**src/rtl/cnn_layer_sequencer.sv**
```systemverilog
// Sequencer for one conv->ReLU->maxpool layer: sliding window load, conv launch, max-pool, emit.
// Optional fused ReLU on conv results when CNN_SEQ_RELU_EN is defined.
module cnn_layer_sequencer #(
  parameter int unsigned DATA_W    = 8,
  parameter int unsigned IN_CH     = 4,
  parameter int unsigned OUT_CH    = 8,
  parameter int unsigned KSIZE     = 5,
  parameter int unsigned POOL      = 5,
  parameter int unsigned FRAME_LEN = 500,
  parameter int unsigned PAD_TAIL  = 4
) (
  input  logic                            clk,
  input  logic                            rst,
  input  logic                            start,
  input  logic [IN_CH*DATA_W-1:0]         in_data,
  input  logic                            in_valid,
  output logic                            in_ready,
  output logic [IN_CH*KSIZE*DATA_W-1:0]   win_data,
  output logic                            conv_start,
  input  logic [OUT_CH*DATA_W-1:0]        conv_res,
  input  logic                            conv_valid,
  output logic [OUT_CH*DATA_W-1:0]        out_data,
  output logic                            out_valid,
  input  logic                            out_ready,
  output logic                            busy,
  output logic                            done
);

  localparam int unsigned TOTAL   = FRAME_LEN + PAD_TAIL;
  localparam int unsigned NCONV   = TOTAL - KSIZE + 1;
  localparam int unsigned NUM_OUT = NCONV / POOL;
  localparam int unsigned SMP_W   = $clog2(TOTAL + 1);
  localparam int unsigned OUT_W   = $clog2(NUM_OUT + 1);
  localparam int unsigned POOL_W  = (POOL > 1) ? $clog2(POOL) : 1;
  localparam int unsigned WIN_W   = IN_CH * KSIZE * DATA_W;
  localparam int unsigned RES_W   = OUT_CH * DATA_W;

  localparam logic [SMP_W-1:0]  FRAME_LEN_C = SMP_W'(FRAME_LEN);
  localparam logic [SMP_W-1:0]  KSIZE_C     = SMP_W'(KSIZE);
  localparam logic [POOL_W-1:0] POOL_LAST_C = POOL_W'(POOL - 1);
  localparam logic [OUT_W-1:0]  OUT_LAST_C  = OUT_W'(NUM_OUT - 1);

  if (((NCONV % POOL) != 0) || (KSIZE > FRAME_LEN)) begin : g_bad_cfg
    $error("cnn_layer_sequencer: NCONV must be a multiple of POOL and KSIZE <= FRAME_LEN");
  end

  typedef enum logic [2:0] {
    S_IDLE = 3'd0,
    S_LOAD = 3'd1,
    S_CONV = 3'd2,
    S_WAIT = 3'd3,
    S_EMIT = 3'd4
  } state_e;

  state_e              state_q, state_d;
  logic [WIN_W-1:0]    win_q, win_d;
  logic [RES_W-1:0]    max_q, max_d;
  logic [SMP_W-1:0]    smp_cnt_q, smp_cnt_d;
  logic [POOL_W-1:0]   pool_cnt_q, pool_cnt_d;
  logic [OUT_W-1:0]    out_cnt_q, out_cnt_d;
  logic                done_q, done_d;

  logic                pad_phase_c;
  logic                shift_c;
  logic [SMP_W-1:0]    smp_next_c;

  // Past the real samples the window is fed zeros without a handshake.
  assign pad_phase_c = (smp_cnt_q >= FRAME_LEN_C);
  assign shift_c     = (state_q == S_LOAD) && (pad_phase_c || in_valid);
  assign smp_next_c  = smp_cnt_q + 1'b1;

  always_ff @(posedge clk) begin
    if (rst) begin
      state_q <= S_IDLE;
    end else begin
      state_q <= state_d;
    end
  end

  always_comb begin
    state_d = state_q;
    case (state_q)
      S_IDLE: if (start) state_d = S_LOAD;
      S_LOAD: if (shift_c && (smp_next_c >= KSIZE_C)) state_d = S_CONV;
      S_CONV: state_d = S_WAIT;
      S_WAIT: if (conv_valid) state_d = (pool_cnt_q == POOL_LAST_C) ? S_EMIT : S_LOAD;
      S_EMIT: if (out_ready) state_d = (out_cnt_q == OUT_LAST_C) ? S_IDLE : S_LOAD;
      default: state_d = S_IDLE;
    endcase
  end

  always_comb begin
    in_ready   = (state_q == S_LOAD) && !pad_phase_c;
    conv_start = (state_q == S_CONV);
    out_valid  = (state_q == S_EMIT);
    out_data   = max_q;
    win_data   = win_q;
    busy       = (state_q != S_IDLE) || done_q;
    done       = done_q;
  end

  // Window shift, pooling and frame counters.
  always_comb begin
    logic [DATA_W-1:0] r;
    win_d      = win_q;
    max_d      = max_q;
    smp_cnt_d  = smp_cnt_q;
    pool_cnt_d = pool_cnt_q;
    out_cnt_d  = out_cnt_q;
    done_d     = 1'b0;
    r          = '0;

    if ((state_q == S_IDLE) && start) begin
      win_d      = '0;
      smp_cnt_d  = '0;
      pool_cnt_d = '0;
      out_cnt_d  = '0;
    end

    if (shift_c) begin
      for (int unsigned c = 0; c < IN_CH; c++) begin
        for (int unsigned k = 1; k < KSIZE; k++) begin
          win_d[(c*KSIZE+k)*DATA_W +: DATA_W] = win_q[(c*KSIZE+k-1)*DATA_W +: DATA_W];
        end
        win_d[(c*KSIZE)*DATA_W +: DATA_W] = pad_phase_c ? '0 : in_data[c*DATA_W +: DATA_W];
      end
      smp_cnt_d = smp_next_c;
    end

    if ((state_q == S_WAIT) && conv_valid) begin
      for (int unsigned o = 0; o < OUT_CH; o++) begin
        r = conv_res[o*DATA_W +: DATA_W];
`ifdef CNN_SEQ_RELU_EN
        if (r[DATA_W-1]) r = '0;
`endif
        if ((pool_cnt_q == '0) || ($signed(r) > $signed(max_q[o*DATA_W +: DATA_W]))) begin
          max_d[o*DATA_W +: DATA_W] = r;
        end
      end
      pool_cnt_d = (pool_cnt_q == POOL_LAST_C) ? '0 : pool_cnt_q + 1'b1;
    end

    if ((state_q == S_EMIT) && out_ready) begin
      out_cnt_d = out_cnt_q + 1'b1;
      done_d    = (out_cnt_q == OUT_LAST_C);
    end
  end

  always_ff @(posedge clk) begin
    if (rst) begin
      win_q      <= '0;
      max_q      <= '0;
      smp_cnt_q  <= '0;
      pool_cnt_q <= '0;
      out_cnt_q  <= '0;
      done_q     <= 1'b0;
    end else begin
      win_q      <= win_d;
      max_q      <= max_d;
      smp_cnt_q  <= smp_cnt_d;
      pool_cnt_q <= pool_cnt_d;
      out_cnt_q  <= out_cnt_d;
      done_q     <= done_d;
    end
  end

endmodule

```
**config.mk**
```make
export PLATFORM = sky130hd
export DESIGN_NAME = cnn_layer_sequencer
export DESIGN_NICKNAME = d
export VERILOG_FILES = /design/src/rtl/cnn_layer_sequencer.sv
export SDC_FILE = /design/constraint.sdc
export NUM_CORES = 1
export LEC_CHECK = 0
export BUFFER_PORTS_ARGS = -buffer_cell sky130_fd_sc_hd__buf_4
export CAP_MARGIN = 20
export CORE_MARGIN = 4
export CORE_UTILIZATION = 53
export DETAILED_ROUTE_END_ITERATION = 8
export PLACE_DENSITY = 0.81
export SLEW_MARGIN = 20
export SYNTH_ARGS = -nofsm -noshare
export SYNTH_HDL_FRONTEND = slang
export SYNTH_SLANG_ARGS = --single-unit
export TNS_END_PERCENT = 50
```
**constraint.sdc**
```tcl
create_clock -name clk -period 1.9 [get_ports clk]
set_input_delay 0 -clock clk [delete_from_list [all_inputs] [get_ports clk]]
set_output_delay 0 -clock clk [all_outputs]
set_load 0.02 [all_outputs]
```
==> run summary <==
Outcome - finished, violations left
Failing checks - setup timing
Syn_area_per_cell - 8.75 um2
Worst hold path class - in -> reg
First-pass GRT wire length - 58100 um
Reg2reg setup slack - -140 ps
Max VDD drop - 0.653 mV
Period minus WS final - 2040 ps
Post-Syn Nets - 1533
Post-synth EDFFs - 0
Switching Share - 28.8%
Fin. max-slew vios - 0
TNS Setup - -1260 ps
Sequential share of power - 41.6%
P_leak - 7.18 nW
YS warnings - 0
Crit Path Category - reg -> reg
Crit Path Max Fanout - 5
Clock power frac - 38.1%
Number of global-route vias before repair - 11600
Synthesis-to-finish area growth - 44.3%
Critical path endpoint category - flip-flop
# port buffers - 330
Cells after synthesis - 1362
Worst Max-Slew Pin Slew - 706 ps
Power share of the combinational group - 20.3%
1st-pass router iterations - 6
RSZ-0062 raised after global routing - true
Post-DP Area - 14900 um2
Synth Register Bits - 247
Worst skew pair latency - 530 ps
Clock tree buffer depth - 3
Max-cap viol count - 0
Final setup viols - 22
RR Endpoint - out_data[56]
Clk slew on worst S/H paths - 70 ps
Layout Nets - 1952
Num Clock Sinks - 247
Num CTS Buffers - 26
Initial drt markers - 903
Setup skew after layout - 15.6 ps
Clock root buffer - clkbuf_16
Routed WL per cell - 19.9 um
Die Span Y - 158 um
Routability cong. - 0.895
Fin. Hold Viols - 0
Worst-case reg-to-reg path depth - 8
Initial Util - 54.3%
Die area - 25000 um2
Final worst path period share - 107%
Antenna violations before repair - 3
# DRC - 0
Row count - 54
PD cells - 759 nW/um2
Final core occ - 78.3%
Post-Synthesis Cell Area - 11900 um2
H-tree depth - 1
Core ar. - 22000 um2
Crit path launch - out_data[59]
Origin of the critical flop-to-flop path - out_data[59]
Final Cell Area - 17200 um2
Layout cells sized above 1 - 34.3%
Fraction of registers with async set/reset - 0%
Min setup slack post-route - -139 ps
Switching Power - 0.00376 W
Post-synthesis sequential area ratio - 41.5%
Netlist cell types - 56
Die W - 158 um
Max-Slew Margin vs Limit - 52.9%
WL final - 41300 um
Grt ovf - 0
CP Launch Type - flip-flop
Via Count - 12000
Overall global routing resource usage - 28.3%
Max Fclk - 0.490 GHz
CP endpoint - out_data[56]
Worst Path Arrival - 2470 ps
Antenna Nets Post-Route - 0
Main synth FF type - dfxtp_1
Hpwl dp - 23100 um
Boundary pin count - 331
CTS tree - built
CP required - 2330 ps
Internal power - 0.00930 W
Vias/cell - 5.75
Pin count of the biggest net entering global routing - 110
-- layer usage --
layer | routed length, um | vias up | GRT usage, %
met4 | 3170 | 0 | 16.4
met1 | 14700 | 5685 | 32.5
met2 | 20600 | 553 | 49.0
met5 | 0 | - | 0
met3 | 2840 | 220 | 5.66
li1 | - | 5515 | -
-- cell families after synthesis --
logic type | share of synthesized area, %
xor gates and xnor gates | 0.367
muxes | 5.74
and+or+nand+nor | 24.9
buffers and inverters | 6.20
adders and majority gates | 7.24
DFF | 41.5
AOI/OAI and AO/OA | 14.0
-- critical path, cell delays in order, from the launching register on --
cell	delay, ps
dfxtp_1	370
inv_1	70
ha_1	320
nand4_1	220
nor2_1	180
o22ai_1	140
a31oi_4	230
buf_6	160
mux2i_1	250
-- power groups by stage --
stage,clock (W),sequential (W),combinational [W]
final,0.00498,0.00543,0.00265
after CTS,0.00500,0.00541,0.00239
after floorplan,0,0.00563,0.00119
after detailed placement,0,0.00552,0.00218
after global placement,0,0.00552,0.00215
after global routing,0.00523,0.00544,0.00281
-- sequential cells by signal (all words and copies together) (netlist names) --
signal      flops
smp_cnt_q       9
pool_cnt_q      3
out_cnt_q       7
done            1
state_q         3
out_data       64
win_data      160
-- cell type report --
cell class | instances | area (um2)
Multi-Input combinational cell | 937 | 6590
Sequential cell | 247 | 4970
Fill cell | 1349 | 4760
Timing Repair Buffer | 484 | 4140
Clock buffer | 37 | 742
Tap cell | 280 | 350
Inverter | 85 | 319
Clock inverter | 8 | 81.3
Antenna cell | 3 | 7.51
-- cell usage in the layout, fill, tap and decap left out, drive strengths merged, types with 3 or more instances in the layout --
cell           n
nand2b        22
and3           9
nand4         12
dfxtp        247
nand3b         8
and2           3
a31oi          9
nor4b          7
clkinv         5
o21ai         11
dlygate4sd3  101
ha            69
nor3          11
a21oi        166
nor2          62
a21o           8
xnor2          4
buf          382
clkbuf        38
or2b         108
o22ai          7
nand2        139
o221ai         7
diode          3
o31ai          9
mux2i         65
nor2b          3
inv           85
mux2           3
a22oi         32
nand3        145
a211oi         3
-- repair_timing --
action                     CTS  global route
setup endpoints to repair   28            84
hold endpoints to repair   104             0
hold buffers               101             0
gates resized for setup      4            70
pin swaps                    3            22
setup buffers                7             5
-- through the flow --
stage / worst slack (ps) / instances / hold WS (ps) / power, W
floorplan: 9.47 / 1362 / 148 / 0.00683
global placement: 69.4 / 1920 / 245 / 0.00767
detailed placement: -87.2 / 1920 / 255 / 0.00770
CTS: -0.936 / 2073 / 55.9 / 0.0128
global route: -193 / 2081 / 144 / 0.0135
finish: -139 / 2081 / 125 / 0.0131
-- cells in the mapped netlist, types with 6 or more instances --
master    count  area (um2)
inv_1        85         319
nand4_1      12        75.1
buf_1         6        22.5
o22ai_1       7        43.8
nor3_1       10        50.1
nand3_1     144         721
a21oi_1     166         831
clkbuf_1     45         169
buf_2        40         200
nand3b_1      8        60.1
nor4b_1       7        61.3
a31oi_4       7         149
o221ai_1      6        52.6
nand2_1     139         522
dfxtp_1     247        4940
nand2b_1     22         138
ha_1         69         863
a22oi_1      32         240
mux2i_1      65         651
o31ai_1       8        60.1
nor2_1       61         229
a21o_1        8        60.1
or2b_2      106         928
and3_1        8        50.1
-- worst min path at each step --
stage                       from       endpoint  slack, ps  depth (start not counted)
global route                 rst   out_cnt_q[0]        140                          2
global placement      in_data[7]    win_data[7]        240                          3
floorplan           conv_res[43]   out_data[43]        150                          2
finish                       rst   out_cnt_q[6]        120                          2
CTS                          rst  win_data[121]         60                          2
detailed placement    in_data[3]    win_data[3]        260                          3
Power figures use the tool's default switching activity.
